===== config.mk =====
export PLATFORM = sky130hd
export DESIGN_NAME = grid_nav_ctrl
export DESIGN_NICKNAME = d
export VERILOG_FILES = /design/src/rtl/grid_nav_ctrl.sv
export SDC_FILE = /design/constraint.sdc
export NUM_CORES = 1
export LEC_CHECK = 0
export CORE_ASPECT_RATIO = 1.1
export CORE_MARGIN = 4
export CORE_UTILIZATION = 31
export DETAILED_ROUTE_END_ITERATION = 10
export SYNTH_ARGS = -nofsm -noshare
export SYNTH_HDL_FRONTEND = slang
export SYNTH_SLANG_ARGS = --single-unit

===== constraint.sdc =====
create_clock -name clk_50MHz_i -period 2.6 [get_ports clk_50MHz_i]
set_input_delay 0.78 -clock clk_50MHz_i [delete_from_list [all_inputs] [get_ports clk_50MHz_i]]
set_output_delay 0.78 -clock clk_50MHz_i [all_outputs]
set_load 0.03 [all_outputs]

===== src/rtl/grid_nav_ctrl.sv =====
// grid_nav_ctrl: edge-triggered grid mover with wall map and saturating move counter.
// Define GRID_WRAP_EN to wrap off-edge moves instead of rejecting them.
module grid_nav_ctrl #(
    parameter int X_W        = 3,
    parameter int Y_W        = 2,
    parameter int GRID_MAX_X = 7,
    parameter int GRID_MAX_Y = 3,
    parameter int START_X    = 7,
    parameter int START_Y    = 3,
    parameter logic [2**(X_W+Y_W)-1:0] WALL_MAP = '0,
    parameter int CNT_W      = 8
) (
    input  logic                 clk_50MHz_i,
    input  logic                 rst_async_la_i,
    input  logic [3:0]           key_in,
    input  logic                 enable_move,
    output logic [Y_W+X_W-1:0]   address,
    output logic [X_W-1:0]       posx,
    output logic [Y_W-1:0]       posy,
    output logic                 move_o,
    output logic                 bump_o,
    output logic                 busy_o,
    output logic [CNT_W-1:0]     move_count
);

    typedef enum logic [2:0] {IDLE, EVAL, COMMIT, REJECT, HOLD} state_t;

    localparam logic [X_W:0] MAX_X = GRID_MAX_X[X_W:0];
    localparam logic [Y_W:0] MAX_Y = GRID_MAX_Y[Y_W:0];
    localparam logic [X_W:0] ONE_X = (X_W+1)'(1);
    localparam logic [Y_W:0] ONE_Y = (Y_W+1)'(1);
    localparam logic [CNT_W-1:0] ONE_C = CNT_W'(1);

    state_t             state_q, state_d;
    logic [3:0]         dir_q, dir_d;
    logic [X_W-1:0]     posx_q, posx_d;
    logic [Y_W-1:0]     posy_q, posy_d;
    logic               move_q, move_d;
    logic               bump_q, bump_d;
    logic               busy_q, busy_d;
    logic [CNT_W-1:0]   cnt_q, cnt_d;
    logic               sync1_q, sync1_d;
    logic               en_s_q, en_s_d;
    logic               en_d_q, en_d_d;

    logic               rise;
    logic               dir_ok;
    logic               ok;
    logic [X_W:0]       tx;
    logic [Y_W:0]       ty;

    assign rise = en_s_q & ~en_d_q;

    // Target is one bit wider than the coordinate so under/overflow is visible
    always_comb begin
        tx     = {1'b0, posx_q};
        ty     = {1'b0, posy_q};
        dir_ok = 1'b1;
        case (dir_q)
            4'd2:    ty = ty - ONE_Y;
            4'd8:    ty = ty + ONE_Y;
            4'd4:    tx = tx - ONE_X;
            4'd6:    tx = tx + ONE_X;
            default: dir_ok = 1'b0;
        endcase
`ifdef GRID_WRAP_EN
        if (tx > MAX_X) tx = (dir_q == 4'd4) ? MAX_X : '0;
        if (ty > MAX_Y) ty = (dir_q == 4'd2) ? MAX_Y : '0;
`endif
        ok = dir_ok && (tx <= MAX_X) && (ty <= MAX_Y)
             && !WALL_MAP[{ty[Y_W-1:0], tx[X_W-1:0]}];
    end

    always_comb begin
        sync1_d = enable_move;
        en_s_d  = sync1_q;
        en_d_d  = en_s_q;
        state_d = state_q;
        dir_d   = dir_q;
        posx_d  = posx_q;
        posy_d  = posy_q;
        move_d  = 1'b0;
        bump_d  = 1'b0;
        cnt_d   = cnt_q;
        case (state_q)
            IDLE: begin
                if (rise) begin
                    dir_d   = key_in;
                    state_d = EVAL;
                end
            end
            EVAL: begin
                if (ok) begin
                    posx_d  = tx[X_W-1:0];
                    posy_d  = ty[Y_W-1:0];
                    move_d  = 1'b1;
                    if (cnt_q != '1) cnt_d = cnt_q + ONE_C;
                    state_d = COMMIT;
                end else begin
                    bump_d  = 1'b1;
                    state_d = REJECT;
                end
            end
            COMMIT:  state_d = HOLD;
            REJECT:  state_d = HOLD;
            HOLD:    if (!en_s_q) state_d = IDLE;
            default: state_d = IDLE;
        endcase
        busy_d = (state_d != IDLE);
    end

    always_ff @(posedge clk_50MHz_i or negedge rst_async_la_i) begin
        if (!rst_async_la_i) begin
            state_q <= IDLE;
            dir_q   <= '0;
            posx_q  <= START_X[X_W-1:0];
            posy_q  <= START_Y[Y_W-1:0];
            move_q  <= 1'b0;
            bump_q  <= 1'b0;
            busy_q  <= 1'b0;
            cnt_q   <= '0;
            sync1_q <= 1'b0;
            en_s_q  <= 1'b0;
            en_d_q  <= 1'b0;
        end else begin
            state_q <= state_d;
            dir_q   <= dir_d;
            posx_q  <= posx_d;
            posy_q  <= posy_d;
            move_q  <= move_d;
            bump_q  <= bump_d;
            busy_q  <= busy_d;
            cnt_q   <= cnt_d;
            sync1_q <= sync1_d;
            en_s_q  <= en_s_d;
            en_d_q  <= en_d_d;
        end
    end

    assign posx       = posx_q;
    assign posy       = posy_q;
    assign address    = {posy_q, posx_q};
    assign move_o     = move_q;
    assign bump_o     = bump_q;
    assign busy_o     = busy_q;
    assign move_count = cnt_q;

endmodule

# Word level (Yosys, flattened, before mapping)
# Memory sizes are Yosys's and may differ from the RTL's.
# Index checks and enable logic that the tools add are counted.
dict set report totals {
  ff_bits 26
  romBits 32
  input_bits 7
  output_inout_bits 21
  word_cells 54
  mem_count 1
}
dict set report op_classes {
  add_sub_neg 5
  magnitude_cmp 3
  eq_ne 9
  n_mux 12
  bitwise 2
  n_reduce_logical 11
}
# memory depth width read_ports rd_ports_with_merged_regs wr line_no
set mem_list {}
lappend mem_list {{(name not given)} 32 1 1 0 0 71} ;# && !WALL_MAP[{ty[Y_W-1:0], tx[X_W-1:0]}];
# operator count
set op_table {}
lappend op_table {{$pmux W3 S4} 1}
lappend op_table {{$add A8 B1 Y8 const B} 1}
lappend op_table {{$eq A4 B3 Y1 const B} 2}
lappend op_table {{$ne A8 B8 Y1 const B} 1}
lappend op_table {{$pmux W4 S2} 1}
lappend op_table {{$mux W1} 7}
lappend op_table {{$eq A3 B2 Y1 const B} 2}
lappend op_table {{$lt A5 B6 Y1 const B} 1}
lappend op_table {{$mux W3} 2}
lappend op_table {{$pmux W3 S2} 1}
lappend op_table {{$add A3 B1 Y4 const B} 1}
lappend op_table {{$eq A4 B2 Y1 const B} 1}
lappend op_table {{$eq A4 B4 Y1 const B} 1}
lappend op_table {{$le A4 B3 Y1 const B} 1}
lappend op_table {{$reduce_and A2 Y1} 2}
lappend op_table {{$reduce_or A4 Y1} 1}
lappend op_table {{$sub A3 B1 Y4 const B} 1}
lappend op_table {{$add A2 B1 Y3 const B} 1}
lappend op_table {{$eq A3 B1 Y1 const B} 1}
lappend op_table {{$eq A3 B3 Y1 const B} 1}
lappend op_table {{$le A3 B2 Y1 const B} 1}
lappend op_table {{$logic_and A1 B1 Y1} 3}
lappend op_table {{$logic_not A3 Y1} 1}
lappend op_table {{$reduce_and A3 Y1} 1}
lappend op_table {{other kinds (6)} 6}

# Longest topological paths before layout
# Gate-level depths: netlist of the first run.
dict set report logic_depth {
  depth_word 9
  depth_mapped 9
  depth_no_buf 8
}

# Worst setup path after synthesis of the first run
# No wires, ideal clock.
dict set report synth_timing {
  kind {reg-to-reg}
  from {register dir_q[3]}
  to {register posx_q[1] (netlist: posx[1])}
  setup_time_ns 0.082
  arrival_ns 2.127
  required_time_ns 2.518
  slack_ns 0.391
  stages_incl_launch_ff 9
  path_buffers 1
  period_less_slack_ns 2.209
  cell_sequence {dfrtp_1 > nor2_1 > nand3_1 > ha_1 > a21oi_1 > a21boi_0 > or4_1 > buf_2 > mux2_4}
}
dict set report synth_via {
  elab_chain_cells 7
  elab_cells_between_ends 17
  cone_classes {order compare: 2; eq/ne: 4; mux: 4; reduce/logical: 6; memory: 1}
}
# item line_no
set synth_rtl {}
lappend synth_rtl {{start, declared} 35} ;# logic [3:0] dir_q, dir_d;
lappend synth_rtl {{start signal, assigned} 127} ;# dir_q <= dir_d;
lappend synth_rtl {{$eq A4 B4 Y1, or another cell as far along} 59} ;# case (dir_q)
lappend synth_rtl {{$pmux W3 S2, or another cell as far along} 59}
lappend synth_rtl {{$mem_v2 Z32 W1, or another cell as far along} n/a}
lappend synth_rtl {{$mux W1 (not written as such) or $logic_and A1 B1 Y1 (tied branches)} {71, 70}}
lappend synth_rtl {{$logic_not A1 Y1 or $logic_and A1 B1 Y1 (tied branches)} {71, 70}}
lappend synth_rtl {{$logic_and A1 B1 Y1} 71}
lappend synth_rtl {{$reduce_and A2 Y1 (no source line)} n/a}
lappend synth_rtl {{end signal, assigned} 116} ;# posx_q <= START_X[X_W-1:0];
lappend synth_rtl {{end signal, assigned} 128} ;# posx_q <= posx_d;
lappend synth_rtl {{end, declared} 36} ;# logic [X_W-1:0] posx_q, posx_d;
# Parallel ways exist; a longest one is shown, timed or not. The select of a mux whose other input is x is not followed.
# A chain may end at the register's enable or synchronous reset.

# Final worst setup path of the first run
# Same ends and word-level chain as after synthesis.

==> impl_metrics.csv, run 1 <==
group,metric,value,unit
sta,relSlewSlack,0.787,
final_layout,regArea,657,um^2
route,drt-initial-drc-count,41,
logic_synthesis,synth.distinct_cells,30,
route,drc,0,
clock_network,cts_tree,"done",
logic_synthesis,avgSynthCellArea,11.9,um^2
logic_synthesis,synth_top_area_frac,0.433,
floorplan,num_rows,23,
logic_synthesis,netlist_top_cells_area,"dfrtp_1 43%, dfstp_2 11%, mux2_2 6.5%, xnor2_1 5.8%, fa_1 3.3%",
clock_network,cts_buffers,3,
clock_network,cts_root_buffer,"clkbuf_8",
logic_synthesis,ys_seq_area_frac,0.542,
sta,tightest_slew,0.318,ns
logic_synthesis,synth.most_common_cell,"dfrtp_1",
sta,fmax,412,MHz
floorplan,ios,28,
logic_synthesis,async_reset_ff_frac,1.00,
sta,setup_tns,0,ns
global_routing,grt_max_degree,27,
clock_network,h-tree-depth,1,
clock_network,post_cts_resize_count,0,
worst_setup_path,startpoint_type,"flip-flop",
job,drv_cap,0,
worst_setup_path,critPathMaxFanout,5,
worst_setup_path,r2r_cells,7,
logic_synthesis,synth_nets,114,
logic_synthesis,synth_ff_type,"dfrtp_1",
global_routing,antenna_found_initial,0,
final_layout,drive_gt1_frac,0.157,
route,num_vias,844,
sta,setup_viol_count_final,0,
place,numPortBuffers,27,
floorplan,fp.dieArea,4980,um^2
global_routing,globalRoute.totalOverflow,0,
power_and_ir_drop,finalPower,0.00179,W
route,wl_per_cell,12.5,um
min_path,hold_class,"reg -> reg",
min_path,min_to,"en_d_d",
worst_setup_path,endpoint_kind,"flip-flop",
min_path,whs_path_depth,0,
sta,hold_viol_final,0,
floorplan,initial_core_util,0.327,
clock_network,clk_latency,0.26,ns
global_routing,grt_pass1_vias,848,
worst_setup_path,r2r_setup_slack,0.17,ns
clock_network,clock_sinks,26,
worst_setup_path,required,2.79,ns
logic_synthesis,ys_seq_elements,26,
run_status,status,"finished clean",
power_and_ir_drop,ir_drop,0.439,mV
sta,slew_violations,0,
power_and_ir_drop,p_leak,0.641,nW
place,routabilityCongestion,0.847,
route,antenna_left,0,
route,finalWirelength,2.21,mm
sta,finalClockSkew,0.00184,ns
power_and_ir_drop,p_per_area,1140,nW/um^2
final_layout,antenna_cells,0,
logic_synthesis,synth_top_area_cell,"dfrtp_1",
final_layout,fillers,355,
clock_network,clkTransAtPathRegs,0.08,ns
global_routing,grt_usage,0.0985,
sta,fin_crit,2.43,ns
worst_setup_path,r2r-start,"dir_q[3]",
final_layout,syn_to_final_growth,29.0,%
min_path,min_from,"en_s_d",
final_layout,layout.nets,140,
route,post_drt_via_cell_ratio,4.77,
final_layout,multi_input_area,493,um^2
sta,rsz0062_at_grt,"false",
floorplan,die_y,73.6,um
global_routing,grt_first_pass_wirelength,3.81,mm
clock_network,clk_path_buf_depth,2,
logic_synthesis,synth_top_cells_by_count,"21 x dfrtp_1, 8 x xnor2_1, 7 x mux2_2, 7 x nand2_1, 7 x nand3_1",
logic_synthesis,ys_warn_count,0,
worst_setup_path,worstSetupPathType,"reg -> reg",
floorplan,coreArea,3710,um^2
logic_synthesis,netlist_area,1210,um^2
place,hpwlAfterDp,1.68,mm
sta,fin_crit_sh,0.934,
clock_network,postCtsSetupBuffers,0,
worst_setup_path,crit_arrival,2.62,ns
logic_synthesis,synth-edff-count,0,
clock_network,cts_hold_buf,0,
logic_synthesis,synthCells,102,
route,drt_pass1_iterations,4,
worst_setup_path,r2r_end,"posx[1]",
floorplan,fp.dieW,67.6,um
## critical path, stage by stage (launching register included)
cell,delay (ns)
dfrtp_1,0.42
nor2_1,0.14
nand3_1,0.16
ha_1,0.36
a21oi_1,0.20
a21boi_0,0.14
or4_1,0.61
mux2_4,0.34
## worst max-delay path by stage
stage                   from       to  cells after the start
floorplan           dir_q[3]  posx[1]                      8
global placement    dir_q[3]  posx[1]                      7
detailed placement  dir_q[3]  posx[1]                      7
CTS                 dir_q[3]  posx[1]                      7
global route        dir_q[3]  posx[1]                      7
finish              dir_q[3]  posx[1]                      7
## state kept, by name, indices dropped and copies added, names as in the netlist
signal,flops
move_count,8
dir_q,4
posx,3
state_q,3
posy,2
bump_o,1
busy_o,1
en_d_d,1
en_d_q,1
en_s_d,1
move_o,1
## cell families after synthesis
kind of cell	share of synthesized area
AOI/OAI and AO/OA	0.0588
xor gates and xnor gates	0.0578
adders and majority gates	0.0640
buffers and inverters	0.0516
DFF	0.542
muxes	0.0774
and+or+nand+nor	0.149
## routing by layer
layer / vias up / GRT usage / wire (um)
li1: 402 / - / -
met1: 416 / 0.130 / 1020
met2: 24 / 0.162 / 1070
met3: 2 / 0.0214 / 112
met4: 0 / 0.0270 / 9
met5: - / 0 / 0
## report_power, final
part / switching [W] / internal (W) / leakage, nW
sequential: 0.000125 / 0.000556 / 0.321
combinational: 0.000462 / 0.000396 / 0.291
clock: 0.000115 / 0.000135 / 0.0288
## cell type report
class	count	area share
inverter	3	0.00720
tap	50	0.0400
sequential	26	0.420
timing repair buffer	29	0.182
clock buffer	4	0.0352
multi-input combinational	65	0.315
## stage by stage
stage	hold WS, ns	setup WS, ns	util	std cells	instance area [um^2]
final	0.355	0.173	0.421	177	1560
after global routing	0.360	0.0579	0.421	177	1560
after CTS	0.358	0.193	0.421	177	1560
after detailed placement	0.337	0.208	0.406	173	1510
after global placement	0.336	0.327	0.406	173	1510
after floorplan	0.331	0.391	-	102	1210
## cell usage in the layout, fill, tap and decap left out
cell type / n
nor3b_1: 2
o31ai_1: 1
o31a_1: 1
clkdlybuf4s50_1: 27
a21boi_0: 1
or2_2: 1
inv_1: 3
nand3_1: 7
ha_1: 3
dfstp_2: 5
mux2_4: 1
a21oi_1: 3
nor3_1: 2
nand3b_1: 3
or3b_1: 1
buf_4: 2
a41oi_1: 2
or4_1: 1
o21ai_0: 3
xnor2_1: 8
mux2_2: 7
and3_1: 1
dfrtp_1: 21
nor2_1: 5
and3b_1: 2
clkbuf_8: 4
nand4_1: 1
fa_1: 2
nand2_1: 7
(Power assumes the default switching activity.)
==> inputs of run 2 (changes only) <==
--- a/config.mk
+++ b/config.mk
@@ -7,7 +7,7 @@
 export LEC_CHECK = 0
 export CORE_ASPECT_RATIO = 1.1
 export CORE_MARGIN = 4
-export CORE_UTILIZATION = 31
+export CORE_UTILIZATION = 30
 export DETAILED_ROUTE_END_ITERATION = 10
 export SYNTH_ARGS = -nofsm -noshare
 export SYNTH_HDL_FRONTEND = slang
==> run 2 against run 1 <==
  * Global-route usage rose by 0.27 points
  * Critical path type unchanged
  * Die area grew 3.0%
  * Critical path depth unchanged
  * Register-to-register slack improved by 0.03 ns
  * Utilization is 0.21 points lower
  * Clock power increased by 31%
  * Maximum frequency increased by 1.2%
  * Largest cell class unchanged
  * Non-clock buffer count unchanged
  * Hold slack got worse by 0.0024 ns
  * Sequential power is essentially flat
  * Clock skew up 0.0044 ns
  * First-iteration DRC count down 51%
==> impl_metrics.csv, run 2 (synthesis gave the netlist of run 1 again) <==
group,metric,value,unit
power_and_ir_drop,p_leak,0.648,nW
clock_network,clk_path_buf_depth,2,
route,drt-initial-drc-count,20,
route,finalWirelength,2.27,mm
power_and_ir_drop,ir_drop,0.430,mV
clock_network,postCtsSetupBuffers,0,
route,drt_pass1_iterations,4,
route,wl_per_cell,12.8,um
final_layout,final_util,0.419,
place,numPortBuffers,27,
final_layout,layout.nets,140,
worst_setup_path,worstSetupPathType,"reg -> reg",
clock_network,cts_root_buffer,"clkbuf_8",
global_routing,grt_first_pass_wirelength,3.91,mm
floorplan,fp.dieArea,5120,um^2
floorplan,die_y,74.7,um
worst_setup_path,cp_slowest_cell,"or4_1",
worst_setup_path,crit_buf_inv,0,
clock_network,cts_buffers,3,
global_routing,antenna_found_initial,0,
clock_network,clock_sinks,26,
final_layout,final_cells,177,
worst_setup_path,required,2.80,ns
place,routabilityCongestion,0.793,
sta,fmax,417,MHz
floorplan,num_rows,23,
route,drc,0,
global_routing,grt_usage,0.101,
floorplan,initial_core_util,0.322,
job,drv_cap,0,
clock_network,cts_tree,"done",
worst_setup_path,endpoint_kind,"flip-flop",
floorplan,fp.dieW,68.6,um
final_layout,fillers,377,
worst_setup_path,critPathMaxStageDelay,0.59,ns
sta,tightest_slew,0.523,ns
route,post_drt_via_cell_ratio,4.75,
sta,hold_viol_final,0,
power_and_ir_drop,finalPower,0.00187,W
floorplan,ios,28,
final_layout,largest_register_ffs,8,
floorplan,coreArea,3770,um^2
worst_setup_path,startpoint_type,"flip-flop",
sta,setup_viol_count_final,0,
worst_setup_path,path_cells,"nor2_1, nand3_1, ha_1, a21oi_1, a21boi_0, or4_1, mux2_4",
sta,slew_violations,0,
sta,fin_crit,2.40,ns
clock_network,post_cts_resize_count,0,
route,antenna_left,0,
clock_network,h-tree-depth,1,
place,hpwlAfterDp,1.77,mm
global_routing,globalRoute.totalOverflow,0,
final_layout,final_common_cell,"clkdlybuf4s50_1",
clock_network,clk_latency,0.27,ns
sta,setup_tns,0,ns
final_layout,syn_to_final_growth,30.3,%
clock_network,clkTransAtPathRegs,0.09,ns
worst_setup_path,crit_arrival,2.60,ns
power_and_ir_drop,p_per_area,1180,nW/um^2
global_routing,grt_max_degree,16,
route,num_vias,840,
sta,relSlewSlack,0.650,
global_routing,grt_pass1_vias,894,
worst_setup_path,crit_family,"simple AND/OR/NAND/NOR gates",
final_layout,antenna_cells,0,
place,place_inst,173,
sta,finalClockSkew,0.00621,ns
final_layout,drive_gt1_frac,0.157,
sta,fin_crit_sh,0.922,
sta,rsz0062_at_grt,"false",
worst_setup_path,critPathMaxFanout,5,
final_layout,mostFrequentLayoutCells,"27 x clkdlybuf4s50_1, 21 x dfrtp_1, 8 x xnor2_1",
run_status,status,"finished clean",
min_path,hold_class,"reg -> reg",
clock_network,cts_hold_buf,0,
run 2: cell count changes in the layout (fill, tap and decap cells not counted), sizes merged:
cell,change
bufinv,+1
clkbuf,-1
run 2: final timing paths:
kind | from | end | slack, ns | depth (start not counted)
max | dir_q[3] | posx[1] | 0.20 | 7
min | en_s_d | en_d_d | 0.35 | 0
max reg2reg | dir_q[3] | posx[1] | 0.20 | 7
min reg2reg | en_s_d | en_d_d | 0.35 | 0
max in group asynchronous | rst_async_la_i | en_d_q | 1.15 | 2
min in group asynchronous | rst_async_la_i | move_o | 0.85 | 1
run 2: routing by layer:
layer | up-vias | share of wire | global-route usage
met3 | 2 | 0.063 | 0.0269
met4 | 0 | 0.0040 | 0.0331
met2 | 28 | 0.51 | 0.176
met5 | - | 0 | 0
li1 | 395 | - | -
met1 | 415 | 0.43 | 0.120
run 2: power breakdown:
part	switching (W)	internal (W)	total, W
sequential	0.000125	0.000556	0.000681
clock	0.000122	0.000206	0.000328
combinational	0.000463	0.000395	0.000858
run 2: area by class of cell:
| class | instances | area [um^2] | area share |
|---|---|---|---|
| clock buffer | 3 | 41.3 | 0.0261 |
| timing repair buffer | 29 | 285 | 0.181 |
| clock inverter | 1 | 30.0 | 0.0190 |
| inverter | 3 | 11.3 | 0.00713 |
| sequential | 26 | 657 | 0.416 |
| multi-input combinational | 65 | 493 | 0.312 |
| tap | 50 | 62.6 | 0.0396 |
run 2: through the flow:
| stage | instance area [um^2] | setup WS (ns) | hold slack [ns] |
|---|---|---|---|
| after floorplan | 1210 | 0.391 | 0.331 |
| after global placement | 1510 | 0.329 | 0.335 |
| after detailed placement | 1510 | 0.228 | 0.336 |
| after CTS | 1580 | 0.218 | 0.357 |
| after global routing | 1580 | 0.0589 | 0.362 |
| final | 1580 | 0.202 | 0.353 |
